[src/rtl/spm_pkg.sv]
// Shared RISC SPM definitions: default word/address widths and the program
// loader state encoding, plus the rule for leaving a completed byte write.
package spm_pkg;

  localparam int spm_word_size = 8;
  localparam int spm_addr_size = 8;

  typedef enum logic [2:0] {
    LD_IDLE  = 3'd0,
    LD_LOAD  = 3'd1,
    LD_WRITE = 3'd2,
    LD_CHECK = 3'd3,
    LD_DONE  = 3'd4,
    LD_ERR   = 3'd5
  } loader_state_t;

  // A final byte always completes the image, even at the top address; otherwise
  // running into the top address is an overflow because the address never wraps.
  function automatic loader_state_t after_write(input logic is_last, input logic at_top);
    if (is_last)
      return LD_DONE;
    else if (at_top)
      return LD_ERR;
    else
      return LD_LOAD;
  endfunction

endpackage

[src/rtl/spm_program_loader.sv]
// Host-to-memory image loader for the RISC SPM; holds the CPU in reset until the image is in.
// Optional read-back check of every written byte is enabled with `define LOADER_VERIFY_EN.
module spm_program_loader
  import spm_pkg::*;
#(
  parameter int word_size = spm_word_size,
  parameter int addr_size = spm_addr_size,
  parameter int load_base = 0,
  parameter int mem_depth = 256
) (
  input  logic                 clk,
  input  logic                 rst,
  input  logic                 start,
  input  logic [word_size-1:0] host_data,
  input  logic                 host_valid,
  input  logic                 host_last,
  output logic                 host_ready,
  output logic [addr_size-1:0] mem_address,
  output logic [word_size-1:0] mem_data_in,
  output logic                 mem_write,
  input  logic [word_size-1:0] mem_word,
  output logic                 cpu_rst,
  output logic                 done,
  output logic                 error,
  output logic [addr_size:0]   byte_count
);

  localparam logic [addr_size-1:0] base_addr = addr_size'(load_base);
  localparam logic [addr_size-1:0] top_addr  = addr_size'(mem_depth - 1);

  loader_state_t state, state_d;
  logic [addr_size-1:0] address_d;
  logic [word_size-1:0] data_d;
  logic [addr_size:0]   count_d;
  logic                 last_q, last_d;

`ifndef LOADER_VERIFY_EN
  logic unused_mem_word;
  assign unused_mem_word = ^mem_word;
`endif

  always_comb begin
    state_d   = state;
    address_d = mem_address;
    data_d    = mem_data_in;
    count_d   = byte_count;
    last_d    = last_q;
    case (state)
      LD_IDLE, LD_DONE, LD_ERR: begin
        if (start) begin
          state_d   = LD_LOAD;
          address_d = base_addr;
          count_d   = '0;
        end
      end
      LD_LOAD: begin
        if (host_valid && host_ready) begin
          state_d = LD_WRITE;
          data_d  = host_data;
          last_d  = host_last;
        end
      end
      LD_WRITE: begin
        count_d = byte_count + (addr_size + 1)'(1);
`ifdef LOADER_VERIFY_EN
        state_d = LD_CHECK;
`else
        state_d   = after_write(last_q, mem_address == top_addr);
        address_d = mem_address + addr_size'(1);
`endif
      end
`ifdef LOADER_VERIFY_EN
      // Memory has absorbed the write by now, so its read port shows the stored byte.
      LD_CHECK: begin
        if (mem_word != mem_data_in) begin
          state_d = LD_ERR;
        end else begin
          state_d   = after_write(last_q, mem_address == top_addr);
          address_d = mem_address + addr_size'(1);
        end
      end
`endif
      default: state_d = LD_IDLE;
    endcase
  end

  // Status outputs are registered straight from the next state so they line up with it.
  always_ff @(posedge clk or negedge rst) begin
    if (!rst) begin
      state       <= LD_IDLE;
      mem_address <= '0;
      mem_data_in <= '0;
      byte_count  <= '0;
      last_q      <= 1'b0;
      host_ready  <= 1'b0;
      mem_write   <= 1'b0;
      cpu_rst     <= 1'b0;
      done        <= 1'b0;
      error       <= 1'b0;
    end else begin
      state       <= state_d;
      mem_address <= address_d;
      mem_data_in <= data_d;
      byte_count  <= count_d;
      last_q      <= last_d;
      host_ready  <= (state_d == LD_LOAD);
      mem_write   <= (state_d == LD_WRITE);
      cpu_rst     <= (state_d == LD_DONE);
      done        <= (state_d == LD_DONE);
      error       <= (state_d == LD_ERR);
    end
  end

endmodule
[config.mk]
export PLATFORM = sky130hd
export DESIGN_NAME = spm_program_loader
export DESIGN_NICKNAME = d
export VERILOG_FILES = /design/src/rtl/spm_pkg.sv /design/src/rtl/spm_program_loader.sv
export SDC_FILE = /design/constraint.sdc
export NUM_CORES = 1
export LEC_CHECK = 0
export CAP_MARGIN = 20
export CORE_MARGIN = 2
export CORE_UTILIZATION = 58
export CTS_BUF_LIST = sky130_fd_sc_hd__clkbuf_16
export CTS_CLUSTER_SIZE = 30
export DETAILED_ROUTE_END_ITERATION = 8
export DONT_BUFFER_PORTS = 1
export HOLD_SLACK_MARGIN = 0.12
export MAX_ROUTING_LAYER = met4
export PLACE_DENSITY = 0.83
export SKIP_LAST_GASP = 1
export SLEW_MARGIN = 0
export SYNTH_ARGS = -nofsm -noshare
export SYNTH_HDL_FRONTEND = slang
export SYNTH_SLANG_ARGS = --single-unit
[constraint.sdc]
create_clock -name clk -period 2.3 [get_ports clk]
set_input_delay 0.46 -clock clk [delete_from_list [all_inputs] [get_ports clk]]
set_output_delay 0.46 -clock clk [all_outputs]
set_load 0.01 [all_outputs]
# [Word-level counts from Yosys, hierarchy flattened]
# Cells that the tools add are included.
[totals] in_bits=21 elab_cells=36 regBits=33
[op_classes] mux=9 reduce_logical=6 n_eq_ne=10 add_sub_neg=2
[op_table] operator="$pmux 9 s2" n=1
[op_table] operator="$pmux 8 s2" n=1
[op_table] operator="$eq 3x3->1 const B" n=4
[op_table] operator="$mux 3" n=4
[op_table] operator="$add 9x1->9 const B" n=1
[op_table] operator="$mux 9" n=1
[op_table] operator="$pmux 3 s3" n=1
[op_table] operator="$add 8x1->8 const B" n=1
[op_table] operator="$eq 8x8->1 const B" n=1
[op_table] operator="$mux 8" n=1
[op_table] operator="$eq 3x1->1 const B" n=2
[op_table] operator="$eq 3x2->1 const B" n=2
[op_table] operator="$reduce_and 2->1" n=2
[op_table] operator="$logic_not 3->1" n=1
[op_table] operator="$reduce_or 3->1" n=1
[op_table] operator="$ne 2x2->1 const B" n=1
[op_table] operator="$reduce_bool 2->1" n=1
[op_table] operator="$logic_and 1x1->1" n=1

# [Logic depth before layout (Yosys ltp)]
# Gate-level depths: netlist of the first run.
[logic_depth] ltp_word=5 depth_mapped=5 ltp_nobuf=4

# [Least setup slack after synthesis of the first run]
# No wires, ideal clock.
[synth_timing] path_type="reg-to-reg" from="reg state[2]" to="reg byte_count[7]" arrival_time_ns=1.495 period_less_slack_ns=1.565 path_slack_ns=0.735 setup_time_ns=0.069 stages_incl_launch_ff=5 required_ns=2.231 path_cell_list="dfrtp_1 or3b_1 buf_2 or4_1 nand3_1"
[synth_via] elab_chain_len=4 word_cells_on_any_way=9 cone_classes="4 x eq/ne; 1 x mux; 4 x reduce/logical"
[synth_lines] item="start, declared" line_no="spm_program_loader.sv:31" rtl="loader_state_t state, state_d;"
[synth_lines] item="start signal, assigned" line_no="spm_program_loader.sv:101" rtl="state <= state_d;"
[synth_lines] item="$eq 3x3->1 or $logic_not 3->1 (tied branches)" line_no="spm_program_loader.sv:48" rtl="case (state)"
[synth_lines] item="$reduce_or 3->1" line_no="spm_program_loader.sv:48"
[synth_lines] item="$ne 2x2->1 (no source line) or $reduce_bool 2->1 (tied branches)"
[synth_lines] item="$reduce_and 2->1 (no source line)"
[synth_lines] item="end signal, assigned" line_no="spm_program_loader.sv:104" rtl="byte_count <= count_d;"
[synth_lines] item="end, declared" line_no="spm_program_loader.sv:25" rtl="output logic [addr_size:0] byte_count"
# Several ways; a longest one is shown, not always the timed one.
# A chain may end at the register's enable or synchronous reset.

# [Worst setup path after layout of the first run]
[layout_timing] from="reg state[1]" to="reg byte_count[7]"
# The elaborated chain is that of the path after synthesis.

==> flow_summary.json, run 1 <==
{
  "cp.arrival_ns": 1.94,
  "place_inst": 168,
  "dr_wl_met3_um": 230,
  "vias": 1170,
  "finClkSkew_ns": 0.00882,
  "met1_length_mm": 1.34,
  "synth_top_flop_cell": "dfrtp_1",
  "max_freq_mhz": 580,
  "nFillCells": 195,
  "slew_viol_final": 0,
  "worstMarginPinSlew_ns": 0.525,
  "antenna_found_initial": 0,
  "grt.overflow.total": 0,
  "cts_tree": "yes",
  "synth_edf_count": 0,
  "synth_async_sr_flop_share_pct": 100,
  "ys_seq_area_share_pct": 53.0,
  "dieHeight_um": 55.8,
  "track_usage_pct": 23.2,
  "grt_pass1_vias": 1179,
  "layout.cells.non_filler": 178,
  "via_per_inst": 6.57,
  "synth.distinct_cells": 37,
  "initial_utilization_pct": 61.8,
  "max_cap_viol_count": 0,
  "final_layout_size_suffix_gt1_share_pct": 16.9,
  "r2r_start": "state[1]$_DFF_PN0_",
  "drt_iter0_drc": 44,
  "slew_headroom_pct": 64.9,
  "synth_top_cell_by_area": "dfrtp_1",
  "setup_viol": 0,
  "synth_nets": 165,
  "clock_latency_ns": 0.28,
  "regArea_um2": 826,
  "clk_path_buf_depth": 2,
  "port_buffers": 0,
  "grt_pass1_wl_mm": 5.49,
  "die_x_um": 55.8,
  "synth_cells": 142,
  "dieArea_um2": 3120,
  "gp_congestion": 0.818,
  "crit_type": "flop to flop",
  "synth_seq_cells": 33,
  "path_clk_slew_ns": 0.06,
  "ir_worst_vdd_mv": 1.13,
  "start_kind": "flop",
  "min_from": "host_data[7]",
  "synth_area_um2": 1560,
  "final_common_cell": "dfrtp_1",
  "synth_top_area_share_pct": 53.0,
  "min_path_type": "input port to flop",
  "slowest_stage": "or4_1",
  "power_density_nw_per_um2": 1260,
  "crit_path_end_kind": "flop",
  "drt-total-wl_mm": 3.17,
  "ioPinCount": 51,
  "grt_max_degree": 34,
  "routedWlPerCell_um": 17.8,
  "drc": 0,
  "cp_max_fo": 10,
  "crit_buf_inv": 0,
  "crit_family": "simple AND/OR/NAND/NOR gates",
  "dp_hpwl_mm": 2.19,
  "multi_input_area_um2": 682,
  "hold_viol_final": 0,
  "rows": 18,
  "layout_common_cells": "33 x dfrtp_1, 12 x o21ai_0, 11 x nand3_1",
  "leakage_nw": 0.752,
  "core_area_um2": 2520,
  "fin_setup_tns_ns": 0,
  "firstDrtPassIters": 4,
  "cp_cell_sequence": "or3b_1 > or4_1 > nand3_1",
  "clock-sinks": 33,
  "synth.area.top_cells": "dfrtp_1 53%, mux2_2 7.2%, o21ai_0 3.9%, nand3_1 3.5%, a211oi_1 2.4%",
  "yosys_warnings": 0,
  "ant_nets": 0,
  "cp_slowest_stage_delay_ns": 0.55,
  "cts_buffers": 5,
  "area_growth_pct": 12.4,
  "min_period_ns": 1.72,
  "finalNetCount": 170,
  "avgSynthCellArea_um2": 11.0,
  "postCtsSetupRepairBufs": 0,
  "rsz0062_at_grt": "no",
  "diodes": 0,
  "whs_ns": 0.330,
  "root_buffer": "clkbuf_16",
  "run_status": "finished clean",
  "htree_levels": 2,
  "required_ns": 2.52,
  "dr_wl_met2_mm": 1.54,
  "top_layer_used": "met4",
  "post-route-period-util_pct": 75.0,
  "critPathLaunch": "state[1]$_DFF_PN0_"
}
[synthesized netlist by cell type, types with 2 or more instances]
| cell | instances |
|---|---|
| mux2i_1 | 3 |
| ha_1 | 2 |
| nand2_1 | 3 |
| nand4_1 | 5 |
| and4_1 | 2 |
| nand2b_1 | 2 |
| inv_1 | 7 |
| o21ai_0 | 12 |
| dfrtp_1 | 33 |
| buf_4 | 2 |
| a211oi_1 | 5 |
| or3_1 | 3 |
| nor2_1 | 7 |
| nand3_1 | 11 |
| o31a_1 | 2 |
| buf_2 | 2 |
| a31oi_1 | 5 |
| and2_1 | 3 |
| a21oi_1 | 4 |
| a22o_1 | 3 |
| mux2_2 | 10 |
[state kept, by name, summed over array words and instances, names as in the netlist]
register and cells:
byte_count 9, state 3, host_ready 1, mem_write 1, mem_data_in 8, mem_address 8, error 1, done 1
last_q 1
[where the power goes]
part	switching, mW	internal [mW]	leakage [nW]
registers	0.300	0.768	0.429
logic	0.254	0.260	0.253
clock network	0.235	0.395	0.0696
total	0.790	1.42	0.752
[layout make-up]
| cell class | instances | share of cell area (%) |
|---|---|---|
| flip-flops and latches | 33 | 47.1 |
| well taps | 30 | 2.14 |
| inverters | 7 | 1.50 |
| clock inverters | 3 | 1.00 |
| repair buffers | 3 | 2.14 |
| multi-input cells | 97 | 38.9 |
| clock buffers | 5 | 7.14 |
[timing repair]
item / CTS / global route
gates resized for setup: 0 / 0
hold buffers: 2 / 0
endpoints found under the hold margin: 33 / 0
[metal layers]
layer / GRT usage [%] / vias up
li1: - / 539
met1: 29.3 / 577
met2: 34.7 / 45
met3: 7.67 / 9
met4: 9.18 / 0
met5: - / -
[cell families after synthesis]
| kind of cell | count (synthesis) | share of synthesized area (%) |
|---|---|---|
| mux | 13 | 9.16 |
| fa+ha+maj | 2 | 1.61 |
| xor+xnor | 1 | 0.562 |
| compound gates | 35 | 14.7 |
| simple gates | 46 | 17.4 |
| flops | 33 | 53.0 |
| buf+inv | 12 | 3.53 |
[per-stage QoR]
step                utilization [%]  cell area [um^2]  setup slack [ns]  power, mW
floorplan                         -              1560             0.735       1.44
global placement               62.6              1580             0.642       1.54
detailed placement             62.6              1580             0.568       1.58
CTS                            69.4              1750             0.571       2.23
global route                   69.4              1750             0.471       2.36
finish                         69.4              1750             0.575       2.21
[final timing paths]
check / end / slack [ns] / cells after the start
hold reg to reg: byte_count[8]$_DFFE_PN0P_ / 0.53 / 1
setup / recovery: byte_count[7]$_DFFE_PN0P_ / 0.58 / 3
min in group asynchronous: byte_count[8]$_DFFE_PN0P_ / 0.63 / 2
setup reg to reg: byte_count[7]$_DFFE_PN0P_ / 0.58 / 3
max in group asynchronous: mem_data_in[2]$_DFFE_PN0P_ / 1.49 / 2
hold / removal: mem_data_in[7]$_DFFE_PN0P_ / 0.33 / 1
(Power assumes the default switching activity.)
==> run 2: changes to the inputs <==
--- a/config.mk
+++ b/config.mk
@@ -7,14 +7,14 @@
 export LEC_CHECK = 0
 export CAP_MARGIN = 20
 export CORE_MARGIN = 2
-export CORE_UTILIZATION = 58
+export CORE_UTILIZATION = 55
 export CTS_BUF_LIST = sky130_fd_sc_hd__clkbuf_16
 export CTS_CLUSTER_SIZE = 30
 export DETAILED_ROUTE_END_ITERATION = 8
 export DONT_BUFFER_PORTS = 1
 export HOLD_SLACK_MARGIN = 0.12
 export MAX_ROUTING_LAYER = met4
-export PLACE_DENSITY = 0.83
+export PLACE_DENSITY = 0.82
 export SKIP_LAST_GASP = 1
 export SLEW_MARGIN = 0
 export SYNTH_ARGS = -nofsm -noshare
==> constraint.sdc (replaced) <==
create_clock -name clk -period 1.5 [get_ports clk]
set_input_delay 0.3 -clock clk [delete_from_list [all_inputs] [get_ports clk]]
set_output_delay 0.3 -clock clk [all_outputs]
set_load 0.01 [all_outputs]
==> run 2 against run 1 <==
Effect of this change:
- the run now ends with setup timing left
- sequential power is 46% higher
- design area increased by 14%
- clock power up 53%
- combinational power grew to 2.6 times the previous value
- via count grew 11%
- non-clock buffer count up 24
- power rose by 73%
- worst setup slack got worse by 0.65 ns
- register-to-register slack lost 0.65 ns
- cell count grew 14%
- critical path type unchanged
==> flow_summary.json, run 2 (synthesized netlist as in run 1, its figures left out) <==
{
  "run_status": "complete, but fails checks",
  "violations": "setup timing",
  "reg2reg_slack_ns": -0.07,
  "clock_latency_ns": 0.28,
  "dr_wl_met2_mm": 1.94,
  "final_layout_size_suffix_gt1_share_pct": 32.0,
  "root_buffer": "clkbuf_16",
  "hold_viol_final": 0,
  "dpl-instance-area_um2": 1750,
  "clk_path_buf_depth": 2,
  "gp_congestion": 0.869,
  "cts_tree": "yes",
  "crit_family": "flip-flops",
  "start_kind": "flop",
  "firstDrtPassIters": 4,
  "cp.arrival_ns": 1.74,
  "htree_levels": 2,
  "grt_pass1_wl_mm": 6.02,
  "crit_buf_inv": 1,
  "layout_common_cells": "33 x dfrtp_1, 20 x buf_4, 12 x o21ai_0",
  "cts_buffers": 5,
  "top_register": "byte_count",
  "antenna_found_initial": 0,
  "core_area_um2": 2730,
  "rsz0062_at_grt": "yes",
  "max_freq_mhz": 635,
  "post-route-period-util_pct": 105,
  "leakage_nw": 0.886,
  "grt_max_degree": 34,
  "grt_pass1_vias": 1364,
  "rr_worst_depth": 4,
  "multi_input_area_um2": 717,
  "setup_ws_ns": -0.0737,
  "fin_setup_tns_ns": -0.133,
  "final_common_cell": "dfrtp_1",
  "rows": 19,
  "port_buffers": 0,
  "top_layer_used": "met4",
  "cp_num_cells": 4,
  "top_regs": "byte_count x9, mem_address x8, mem_data_in x8",
  "clock-sinks": 33,
  "path_clk_slew_ns": 0.05,
  "routedWlPerCell_um": 18.9,
  "dr_wl_met3_um": 357,
  "vias": 1299,
  "dp_hpwl_mm": 2.44,
  "drt-total-wl_mm": 3.83,
  "crit_path_end_kind": "flop",
  "dieHeight_um": 57.2,
  "drc": 0,
  "slowest_stage": "dfrtp_1",
  "finish.utilization_pct": 73.0,
  "min_period_ns": 1.57,
  "final_cell_area_um2": 2000,
  "largest_reg_flops": 9,
  "diodes": 0,
  "required_ns": 1.67,
  "power_density_nw_per_um2": 1920,
  "min_path_type": "input port to flop",
  "met1_length_mm": 1.41,
  "area_growth_pct": 28.1,
  "regArea_um2": 826,
  "ant_nets": 0,
  "track_usage_pct": 25.2,
  "dieArea_um2": 3270,
  "initial_utilization_pct": 57.0,
  "finalNetCount": 194,
  "slew_headroom_pct": 73.3,
  "ir_worst_vdd_mv": 1.58,
  "cp_max_fo": 5,
  "max_cap_viol_count": 0,
  "whs_ns": 0.173,
  "grt.overflow.total": 0,
  "setup_viol": 4,
  "slew_viol_final": 0,
  "worstMarginPinSlew_ns": 0.395,
  "cp_cell_sequence": "buf_6 > nor4bb_2 > a21oi_2 > a221oi_2",
  "ioPinCount": 51,
  "drt_iter0_drc": 94,
  "cp_slowest_stage_delay_ns": 0.45,
  "die_x_um": 57.2,
  "hold-path-cell-count": 1,
  "via_per_inst": 6.40,
  "crit_type": "flop to flop",
  "finClkSkew_ns": 0.00609,
  "nFillCells": 168
}
==> run 2: worst register-to-register path, stage by stage (launching register included) <==
cell	delay, ns
dfrtp_1	0.45
buf_6	0.17
nor4bb_2	0.42
a21oi_2	0.13
a221oi_2	0.29
==> run 2: path summary, 6_finish.rpt <==
path / to / startpoint
max: error$_DFF_PN0_ / state[2]$_DFF_PN0_
min: mem_data_in[1]$_DFFE_PN0P_ / host_data[1]
max reg2reg: error$_DFF_PN0_ / state[2]$_DFF_PN0_
min reg2reg: byte_count[8]$_DFFE_PN0P_ / byte_count[8]$_DFFE_PN0P_
max in group asynchronous: mem_address[2]$_DFFE_PN0P_ / rst
min in group asynchronous: byte_count[5]$_DFFE_PN0P_ / rst
==> run 2: area by class of cell <==
class,instances,area share [%]
multi-input cells,97,35.9
clock buffers,5,6.27
well taps,31,1.94
repair buffers,27,12.3
flip-flops and latches,33,41.4
inverters,7,1.32
clock inverters,3,0.878
==> run 2: repair_timing <==
| action | in CTS | in global routing |
|---|---|---|
| gates cloned | 0 | 1 |
| hold buffers | 2 | 0 |
| endpoints found under the hold margin | 33 | 0 |
| pin swaps | 0 | 4 |
| endpoints found under the setup margin | 2 | 18 |
| buffers inserted | 0 | 2 |
| resized for setup | 2 | 10 |
==> run 2: report_power, final <==
part           internal (mW)  switching [mW]  leakage, nW
combinational          0.701           0.617        0.387
sequential              1.18           0.380        0.429
clock                  0.607           0.357       0.0696
==> run 2: through the flow <==
stage	worst slack, ns	cells	total power, mW
final	-0.0737	203	3.84
after detailed placement	0.00259	190	2.71
after CTS	0.00768	200	3.74
after global routing	-0.112	203	4.06
after floorplan	0.0172	142	2.21
after global placement	0.0126	190	2.64
==> run 2: metal layers <==
metal	up-vias	track usage (%)
li1	590	-
met4	0	12.6
met1	626	26.9
met3	13	9.07
met2	70	41.1
met5	-	-
